File: config.mk
export PLATFORM = sky130hd
export DESIGN_NAME = stage_dwrite
export DESIGN_NICKNAME = d
export VERILOG_FILES = /design/src/rtl/stage_dwrite.sv
export SDC_FILE = /design/constraint.sdc
export NUM_CORES = 1
export LEC_CHECK = 0
export CORE_MARGIN = 5
export CORE_UTILIZATION = 40
export DETAILED_ROUTE_END_ITERATION = 6
export GPL_ROUTABILITY_DRIVEN = 0
export PLACE_DENSITY = 0.77
export SETUP_SLACK_MARGIN = 0.2
export SYNTH_ARGS = -nofsm -noshare
export SYNTH_HDL_FRONTEND = slang
export SYNTH_SLANG_ARGS = --single-unit
File: constraint.sdc
create_clock -name clk -period 1.95 [get_ports clk]
set_clock_uncertainty 0.15 [all_clocks]
set_input_delay 0.39 -clock clk [delete_from_list [all_inputs] [get_ports clk]]
set_output_delay 0.39 -clock clk [all_outputs]
set_load 0.05 [all_outputs]
File: src/rtl/stage_dwrite.sv
// Data write-back stage of the bf pipeline: INC/DEC cell updates, IN/OUT byte
// handshakes, the only DRAM write port, and a last-write bypass register.
module stage_dwrite #(
    parameter int A_WIDTH      = 12,
    parameter int D_WIDTH      = 8,
    parameter int OPCODE_MSB   = 7,
    parameter int OP_INC       = 0,
    parameter int OP_DEC       = 1,
    parameter int OP_INCDP     = 2,
    parameter int OP_DECDP     = 3,
    parameter int OP_IN        = 4,
    parameter int OP_OUT       = 5,
    parameter int OP_LOOPBEGIN = 6,
    parameter int OP_LOOPEND   = 7
) (
    input  logic                  clk,
    input  logic                  reset,
    input  logic [OPCODE_MSB:0]   operation_in,
    input  logic                  drdy_in,
    input  logic [D_WIDTH-1:0]    a_in,
    input  logic [A_WIDTH-1:0]    addr_in,
    output logic                  ack,
    output logic                  dwe,
    output logic [A_WIDTH-1:0]    dwa,
    output logic [D_WIDTH-1:0]    dwd,
    input  logic [D_WIDTH-1:0]    din,
    input  logic                  din_valid,
    output logic                  din_ack,
    output logic [D_WIDTH-1:0]    dout,
    output logic                  dout_valid,
    input  logic                  dout_ready,
    output logic                  fwd_valid,
    output logic [A_WIDTH-1:0]    fwd_addr,
    output logic [D_WIDTH-1:0]    fwd_data
);

    typedef enum logic [1:0] {S_IDLE, S_IN, S_OUT} state_t;

    state_t             state, state_next;
    logic               accept;
    logic               dout_valid_q;
    logic [A_WIDTH-1:0] held_addr;

    assign ack     = !reset && (state == S_IDLE);
    assign accept  = drdy_in && ack;
    assign din_ack = (state == S_IN) && din_valid && !reset;
    // The pending byte is withdrawn combinationally so no sink can complete a handshake during reset.
    assign dout_valid = dout_valid_q && !reset;

    always_ff @(posedge clk) begin
        if (reset) state <= S_IDLE;
        else       state <= state_next;
    end

    // NOTE: next-state gets a default first so every path assigns it and no latch is inferred.
    always_comb begin
        state_next = state;
        unique case (state)
            S_IDLE: if (accept) begin
                if      (operation_in[OP_IN])  state_next = S_IN;
                else if (operation_in[OP_OUT]) state_next = S_OUT;
            end
            S_IN:   if (din_valid) state_next = S_IDLE;
            S_OUT:  if (dout_valid_q && dout_ready) state_next = S_IDLE;
            default: state_next = S_IDLE;
        endcase
    end

    // NOTE: all registered state uses non-blocking assignments so every read sees pre-edge values.
    always_ff @(posedge clk) begin
        if (reset) begin
            dwe          <= 1'b0;
            dwa          <= '0;
            dwd          <= '0;
            dout         <= '0;
            dout_valid_q <= 1'b0;
            held_addr    <= '0;
            fwd_valid    <= 1'b0;
            fwd_addr     <= '0;
            fwd_data     <= '0;
        end else begin
            dwe <= 1'b0;
            if (dwe) begin
                fwd_valid <= 1'b1;
                fwd_addr  <= dwa;
                fwd_data  <= dwd;
            end
            unique case (state)
                S_IDLE: if (accept) begin
                    if (operation_in[OP_IN]) begin
                        held_addr <= addr_in;
                    end else if (operation_in[OP_OUT]) begin
                        dout         <= a_in;
                        dout_valid_q <= 1'b1;
                    end else if (operation_in[OP_INC]) begin
                        dwe <= 1'b1;
                        dwa <= addr_in;
                        dwd <= a_in + 1'b1;
                    end else if (operation_in[OP_DEC]) begin
                        dwe <= 1'b1;
                        dwa <= addr_in;
                        dwd <= a_in - 1'b1;
                    end
                end
                S_IN: if (din_valid) begin
                    dwe <= 1'b1;
                    dwa <= held_addr;
                    dwd <= din;
                end
                S_OUT: if (dout_valid_q && dout_ready) dout_valid_q <= 1'b0;
                default: ;
            endcase
        end
    end

endmodule

==> flow_summary.yaml, run 1 <==
synth:
  synth_nets: 371
  synth_top_area_cell: "dfxtp_1"
  netlist_area_sq_um: 3060
  syn_inst: 323
  synth_area_per_cell_sq_um: 9.49
  synth_warnings: 0
  ys_types: 52
  ys_top_cells_by_count: "dfxtp_1 (65), nor2_1 (50), mux2i_1 (40), nand2_1 (31), a21oi_1 (17)"
  synth_edf_count: 0
  synth_seq_cells: 65
  synthFlopType: "dfxtp_1"
  seq_area_frac_synth_pct: 42.5
  ys_async_sr_fraction_pct: 0
  synth_top_area_share_pct: 42.5
  synth.most_common_cell: "dfxtp_1"
  ys_top_cells_by_area: "dfxtp_1 (42%), mux2i_1 (13%), nor2_1 (6.1%)"
final_layout:
  fin_nets: 498
  multi_input_area_sq_um: 1760
  drive_gt1_share_pct: 37.1
  n_antenna_cell: 0
  area_growth_pct: 57.1
  fin_cells: 557
  final_core_util_pct: 63.3
  area.sequential_sq_um: 1310
  fill_cells: 612
sta:
  fmax_ghz: 0.545
  fin_hold_ws_ns: 0.201
  maxSlewHeadroom_pct: 73.1
  hold_viol_final: 0
  post-route-worst-setup-slack_ns: 0.116
  period_needed_ns: 1.83
  rsz0062_at_grt: "yes"
  worst_pin_slew_ns: 0.398
  final_max_slew_viol_count: 0
  setup_viol: 0
  fin_crit_sh_pct: 94.1
clocking:
  root_buffer: "clkbuf_8"
  path_clk_slew_ns: 0.08
  cts.path.max_buffers: 2
  cts_tree: "yes"
  h-tree-depth: 3
  cts_sinks: 65
  numCtsBuffers: 9
  worstSkewPairLatency_ns: 0.34
global_routing:
  overflow: 0
  grt_pass1_wl_um: 14700
  antenna_found_initial: 0
  grt_max_degree: 56
  track_usage_pct: 18.8
  grt_pass1_vias: 2949
worst_setup_path:
  reg2reg_depth: 6
  worstPathRequired_ns: 1.41
  critPathKind: "register to output pin"
  arrival_ns: 1.29
  startpoint_type: "register"
  reg2reg_slack_ns: 0.13
  cp_max_fo: 4
  endpoint_kind: "output pin"
pwr:
  intPower_mw: 2.54
  pwr-share-seq_pct: 39.9
  pwr-share-comb_pct: 23.4
  netSwitchingFraction_pct: 28.0
  p_sw_mw: 0.990
  power_mw: 3.53
  ir_drop_mv: 0.472
  p_leak_nw: 1.95
  power_density_nw_per_um2: 734
  clkPwrFrac_pct: 36.7
drt:
  via_per_inst: 5.21
  dr.pass1.iters: 5
  antenna_left: 0
  wl_per_cell_um: 16.4
  drc: 0
  dr_total_vias: 2903
  first_iter_violations: 111
  wirelength_um: 9110
floorplan:
  start_util_pct: 40.3
  die_h_um: 97.5
  dieArea_sq_um: 9510
  core_sq_um: 7610
  num_rows: 32
  pin_count: 94
  fp.dieW_um: 97.5
place:
  dp_cells: 526
  io_buffers: 89
  hpwl_um: 6140
  preCtsSetupSlack_ns: -0.789
min_path:
  min_path_type: "input port to register"
  hold_depth: 3
flow_run:
  max_cap_viol_count: 0
status:
  run_status: "finished, final reports clean"
==> path summary, 6_finish.rpt <==
kind	from	endpoint
max	state[0]	din_ack
min	a_in[2]	dout[2]
max reg2reg	state[0]	dwd[6]
min reg2reg	fwd_valid	fwd_valid
==> layer usage <==
metal / track usage (%) / vias to the layer above / wire length [um]
met3: 4.52 / 23 / 617
li1: - / 1415 / -
met4: 7.88 / 0 / 238
met5: 0 / - / 0
met2: 31.0 / 108 / 4450
met1: 23.4 / 1357 / 3810
==> flip-flops by register name, indices dropped and copies added (netlist names) <==
| name | count |
|---|---|
| held_addr | 12 |
| fwd_addr | 12 |
| state | 2 |
| dwe | 1 |
| dout_valid_q | 1 |
| fwd_valid | 1 |
| dwa | 12 |
| dwd | 8 |
| dout | 8 |
| fwd_data | 8 |
==> through the flow <==
stage | setup TNS (ns) | cell area, sq um
finish | 0 | 4810
global route | 0 | 4810
CTS | 0 | 4730
detailed placement | -11.05 | 4230
global placement | -10.05 | 4230
floorplan | -1.01 | 3120
==> power by group through the flow <==
stage               logic [mW]  clock network (mW)  registers (mW)
finish                   0.825                1.30            1.41
global route             0.874                1.37            1.41
CTS                      0.795                1.32            1.41
detailed placement       0.726                   0            1.44
global placement         0.715                   0            1.44
floorplan                0.335                   0            1.54
==> critical path: stages, from the launching register on <==
cell and delay, ns:
dfxtp_2 0.35, buf_6 0.12, nand3b_1 0.11, buf_4 0.16
nor2_4 0.09, buf_12 0.14
==> kinds of logic (layout without fill, tap and decap cells) <==
family | Yosys count | after routing | share of synthesized area (%)
flip-flops | 65 | 65 | 42.5
adder cells (fa/ha/maj) | 7 | 7 | 3.10
AND/OR/NAND/NOR | 107 | 107 | 16.2
AO/OA/AOI/OAI | 72 | 72 | 18.9
buffers and inverters | 29 | 161 | 5.35
XOR/XNOR | 2 | 2 | 0.572
multiplexers | 41 | 41 | 13.4
==> placed cells by master, fill, tap and decap left out, types with 3 or more instances in the layout <==
cell	instances
buf_4	81
dfxtp_1	63
nor2_1	48
mux2i_1	40
nand2_1	31
clkdlybuf4s50_1	23
a21oi_1	17
buf_12	13
clkbuf_8	11
a311oi_2	9
buf_6	7
a21oi_2	6
a311oi_1	6
dlygate4sd2_1	6
a211oi_2	5
ha_4	5
buf_2	5
inv_1	4
nand3_1	4
a211o_1	4
o21ai_0	4
and3_1	3
a21o_1	3
a31oi_1	3
==> final cells by class <==
| type | count | share of cell area [%] |
|---|---|---|
| Multi-Input combinational cell | 229 | 36.5 |
| Timing Repair Buffer | 140 | 28.3 |
| Sequential cell | 65 | 27.1 |
| Clock buffer | 11 | 3.15 |
| Tap cell | 102 | 2.65 |
| Clock inverter | 5 | 1.61 |
| Inverter | 5 | 0.650 |
==> what timing repair did <==
item | CTS | global route
endpoints found under the setup margin | 25 | 32
buffers inserted | 12 | 1
resized for setup | 51 | 13
hold buffers | 0 | 0
pin swaps | 18 | 9
gates cloned | 1 | 1
(Power assumes the default switching activity.)
==> run 2: changes to the inputs <==
--- a/config.mk
+++ b/config.mk
@@ -6,10 +6,10 @@
 export NUM_CORES = 1
 export LEC_CHECK = 0
 export CORE_MARGIN = 5
-export CORE_UTILIZATION = 40
+export CORE_UTILIZATION = 42
 export DETAILED_ROUTE_END_ITERATION = 6
 export GPL_ROUTABILITY_DRIVEN = 0
-export PLACE_DENSITY = 0.77
+export PLACE_DENSITY = 0.8
 export SETUP_SLACK_MARGIN = 0.2
 export SYNTH_ARGS = -nofsm -noshare
 export SYNTH_HDL_FRONTEND = slang
==> flow_summary.yaml, run 2 (same netlist as run 1, synthesis figures left out) <==
pwr:
  intPower_mw: 2.32
  pwr-share-seq_pct: 42.4
  ir_drop_mv: 0.340
  netSwitchingFraction_pct: 30.2
  pwr-share-comb_pct: 24.7
  p_sw_mw: 1.00
  power_density_nw_per_um2: 692
  clkPwrFrac_pct: 32.9
  p_leak_nw: 1.94
  power_mw: 3.33
clocking:
  hold_buffers: 0
  cts.path.max_buffers: 2
  cts_sinks: 65
  numCtsBuffers: 9
  path_clk_slew_ns: 0.07
  worstSkewPairLatency_ns: 0.35
  root_buffer: "clkbuf_8"
  cts_tree: "yes"
  h-tree-depth: 3
final_layout:
  area_growth_pct: 56.9
  final_core_util_pct: 67.0
  drive_gt1_share_pct: 37.8
  final_common_cell: "buf_4"
  top_regs: "dwa: 12 flops, fwd_addr: 12 flops, held_addr: 12 flops"
  fin_nets: 501
  final_cell_mix: "buf_4 (85), dfxtp_1 (62), nor2_1 (49), mux2i_1 (39), nand2_1 (31)"
  n_antenna_cell: 0
global_routing:
  track_usage_pct: 19.9
  grt_use_met2_pct: 32.5
  grt_pass1_vias: 2903
  use_met3_pct: 3.87
  use_met1_pct: 25.1
  grt_max_degree: 45
  overflow: 0
  grt.busiest_layer: "met2"
  grt_pass1_wl_um: 14000
  antenna_found_initial: 0
floorplan:
  pin_count: 94
  fp.dieW_um: 95.4
  num_rows: 31
  dieArea_sq_um: 9100
  start_util_pct: 42.7
  core_sq_um: 7180
  die_h_um: 95.4
drt:
  dr_total_vias: 2885
  antenna_left: 0
  wl_per_cell_um: 16.1
  via_per_inst: 5.18
  first_iter_violations: 115
  drc: 0
  wirelength_um: 8940
  dr.pass1.iters: 4
worst_setup_path:
  crit_end: "din_ack"
  reg2reg_depth: 6
  reg2reg_slack_ns: 0.06
  rr_startpoint: "state[1]"
  worstPathRequired_ns: 1.41
  r2r-end: "dwd[7]"
  cp_max_fo: 2
  arrival_ns: 1.37
  startpoint_type: "register"
  endpoint_kind: "output pin"
  critPathLaunch: "state[1]"
  critPathKind: "register to output pin"
sta:
  fin_hold_ws_ns: 0.244
  setup_viol: 0
  fmax_ghz: 0.524
  worst_pin_slew_ns: 0.555
  maxSlewHeadroom_pct: 63.0
  hold_viol_final: 0
  fin_crit_sh_pct: 97.8
  fin_tns_setup_ns: 0
  final_max_slew_viol_count: 0
  rsz0062_at_grt: "yes"
  period_needed_ns: 1.91
status:
  run_status: "finished, final reports clean"
min_path:
  min_path_type: "input port to register"
place:
  io_buffers: 89
  hpwl_um: 6270
flow_run:
  max_cap_viol_count: 0
## run 2: cell count changes in the layout (fill, tap and decap cells not counted), sizes merged
cell           before  now
clkinvlp            1    2
clkbuf             12   15
dlygate4sd2         6    7
dlymetal6s2s        1    2
inv                 4    5
buf               109  108
bufinv              2    0
clkdlybuf4s15       0    1
clkinv              3    1
## run 2: repair_timing
item,4_1_cts,5_1_grt
gates resized for setup,37,19
cloned,1,2
endpoints found under the setup margin,22,43
pin swaps,9,8
setup buffers,10,3
## run 2: per-layer routing
layer,up-vias,wire length [um]
met5,-,0
met4,0,200
met3,16,603
met2,116,4290
met1,1328,3850
li1,1425,-
## run 2: power by group through the flow
stage | clock (mW) | combinational, mW | sequential [mW]
5_1_grt | 1.18 | 0.876 | 1.42
2_1_floorplan | 0 | 0.335 | 1.54
3_5_place_dp | 0 | 0.730 | 1.44
6_report | 1.09 | 0.824 | 1.41
4_1_cts | 1.11 | 0.783 | 1.41
3_3_place_gp | 0 | 0.718 | 1.44
## run 2: worst min-delay path by stage
stage | start | to | slack [ns] | cells past startpoint
2_1_floorplan | held_addr[10] | dwa[10] | 0.31 | 2
3_3_place_gp | fwd_valid | fwd_valid | 0.30 | 2
3_5_place_dp | held_addr[8] | dwa[8] | 0.32 | 2
4_1_cts | a_in[1] | dout[1] | 0.24 | 3
5_1_grt | a_in[1] | dout[1] | 0.28 | 3
6_report | a_in[1] | dout[1] | 0.24 | 3
## run 2: critical path, stage by stage (launching register included)
cell and delay (ns):
dfxtp_2 0.33, buf_6 0.11, nand3b_1 0.20, buf_6 0.15
nor2_4 0.09, buf_12 0.14
## run 2: area by class of cell
| type | instances | area (sq um) |
|---|---|---|
| clock buffers | 13 | 169 |
| flip-flops and latches | 65 | 1310 |
| fillers | 521 | 2370 |
| clock inverters | 3 | 23.8 |
| inverters | 5 | 23.8 |
| multi-input cells | 229 | 1780 |
| well taps | 99 | 124 |
| repair buffers | 143 | 1380 |
## run 2: per-stage QoR
step	std cells	instance area [sq um]	setup WS (ns)
final	557	4810	0.0434
after floorplan	323	3120	-0.165
after CTS	552	4660	0.0323
after detailed placement	525	4280	-0.791
after global placement	525	4280	-0.694
after global routing	557	4810	-0.00997
==> run 3: changes to the inputs <==
--- a/config.mk
+++ b/config.mk
@@ -14,3 +14,4 @@
 export SYNTH_ARGS = -nofsm -noshare
 export SYNTH_HDL_FRONTEND = slang
 export SYNTH_SLANG_ARGS = --single-unit
+export TNS_END_PERCENT = 1
==> flow_summary.yaml, run 3 (same netlist as run 1, synthesis figures left out) <==
final_layout:
  final_core_util_pct: 64.6
  fill_cells: 552
  multi_input_area_sq_um: 1720
  final_cell_mix: "buf_4 (83), dfxtp_1 (63), nor2_1 (49), mux2i_1 (40), nand2_1 (31)"
  final_cell_area_sq_um: 4640
  area_growth_pct: 51.3
  top_regs: "dwa: 12 flops, fwd_addr: 12 flops, held_addr: 12 flops"
  n_antenna_cell: 0
  fin_nets: 491
  area.sequential_sq_um: 1310
  drive_gt1_share_pct: 34.6
  final_common_cell: "buf_4"
global_routing:
  track_usage_pct: 21.1
  grt_pass1_wl_um: 14800
  grt_pass1_vias: 3021
  overflow: 0
  grt_max_degree: 31
  antenna_found_initial: 0
place:
  preCtsSetupSlack_ns: -0.753
  placedInstanceArea_sq_um: 4210
  hpwl_um: 6350
  io_buffers: 89
drt:
  antenna_left: 0
  wirelength_um: 9060
  via_per_inst: 5.30
  dr.pass1.iters: 5
  wl_per_cell_um: 16.6
  drc: 0
  dr_total_vias: 2900
  first_iter_violations: 124
worst_setup_path:
  r2r-end: "dwa[10]"
  rr_startpoint: "state[1]"
  reg2reg_slack_ns: 0.13
  cp_max_fo: 6
  critPathKind: "input port to register"
  startpoint_type: "input port"
  critPathMaxStageDelay_ns: 0.52
  crit_chain: "buf_4 -> inv_6 -> ha_4 -> o21ai_2 -> or4b_1 -> a31o_2 -> a311oi_2"
  endpoint_kind: "register"
  cpMaxStageDelayCell: "or4b_1"
  arrival_ns: 1.95
  reg2reg_depth: 6
  worstPathRequired_ns: 2.05
floorplan:
  num_rows: 31
  core_sq_um: 7180
  die_h_um: 95.4
  fp.dieW_um: 95.4
  pin_count: 94
  start_util_pct: 42.7
  dieArea_sq_um: 9100
clocking:
  numCtsBuffers: 9
  worstSkewPairLatency_ns: 0.34
  cts_tree: "yes"
  root_buffer: "clkbuf_8"
  cts.path.max_buffers: 2
  cts_sinks: 65
  h-tree-depth: 3
  path_clk_slew_ns: 0.07
sta:
  fmax_ghz: 0.543
  period_needed_ns: 1.84
  worst_pin_slew_ns: 0.448
  fin_tns_setup_ns: 0
  post-route-worst-setup-slack_ns: 0.107
  fin_crit_sh_pct: 94.5
  setup_viol: 0
  hold_viol_final: 0
  rsz0062_at_grt: "yes"
  maxSlewHeadroom_pct: 69.7
  final_max_slew_viol_count: 0
  fin_hold_ws_ns: 0.198
min_path:
  hold_path.startpoint: "a_in[3]"
  whs_endpoint: "dout[3]"
  min_path_type: "input port to register"
  hold_depth: 3
status:
  run_status: "finished, final reports clean"
flow_run:
  max_cap_viol_count: 0
pwr:
  power_density_nw_per_um2: 764
  p_leak_nw: 1.88
  ir_drop_mv: 0.472
[run 3: cell count changes in the layout (fill, tap and decap cells not counted), sizes merged]
cell	delta
clkdlybuf4s15	-1
clkinv	+1
dlymetal6s2s	-2
bufinv	+2
clkbuf	-3
clkinvlp	-2
buf	-6
clkdlybuf4s50	+2
dlygate4sd2	-1
[run 3: area by class of cell]
| class | instances | area share [%] |
|---|---|---|
| Clock buffer | 12 | 3.56 |
| Clock inverter | 4 | 1.59 |
| Inverter | 5 | 0.513 |
| Multi-Input combinational cell | 229 | 37.0 |
| Sequential cell | 65 | 28.2 |
| Tap cell | 99 | 2.67 |
| Timing Repair Buffer | 133 | 26.5 |
[run 3: power breakdown]
group / switching, mW / total, mW / internal, mW
combinational: 0.431 / 0.792 / 0.360
clock: 0.519 / 1.34 / 0.825
sequential: 0.0380 / 1.41 / 1.37
[run 3: critical path, delay by kind of cell]
family / cells / cell delay (ns)
compound gates: 3 / 0.60
fa+ha+maj: 1 / 0.28
buf+inv: 2 / 0.17
simple gates: 1 / 0.52
[run 3: repair_timing]
| item | in CTS | in global routing |
|---|---|---|
| buffers inserted | 7 | 0 |
| gates cloned | 1 | 0 |
| hold buffers | 0 | 0 |
| pin swaps | 15 | 1 |
| setup endpoints to repair | 24 | 44 |
| resized for setup | 45 | 1 |
[run 3: worst max-delay path by stage]
| stage | endpoint | startpoint | slack, ns |
|---|---|---|---|
| after floorplan | dwd[5] | operation_in[0] | -0.20 |
| after global routing | dwa[10] | state[1] | 0.06 |
| final | dwd[5] | operation_in[0] | 0.11 |
| after detailed placement | dwd[5] | operation_in[0] | -0.75 |
| after global placement | dwd[6] | operation_in[0] | -0.71 |
| after CTS | din_ack | state[0] | 0.12 |
[run 3: metrics by stage]
stage / cells / power, mW
after floorplan: 323 / 1.86
after global placement: 523 / 2.15
after detailed placement: 523 / 2.16
after CTS: 547 / 3.56
after global routing: 547 / 3.69
final: 547 / 3.54
[run 3: layer usage]
metal | global-route usage [%] | share of wire (%) | up-vias
met5 | 0 | 0 | -
met4 | 10.3 | 2.7 | 0
met3 | 4.26 | 6.6 | 22
met2 | 35.4 | 49 | 101
met1 | 25.7 | 42 | 1367
li1 | - | - | 1410
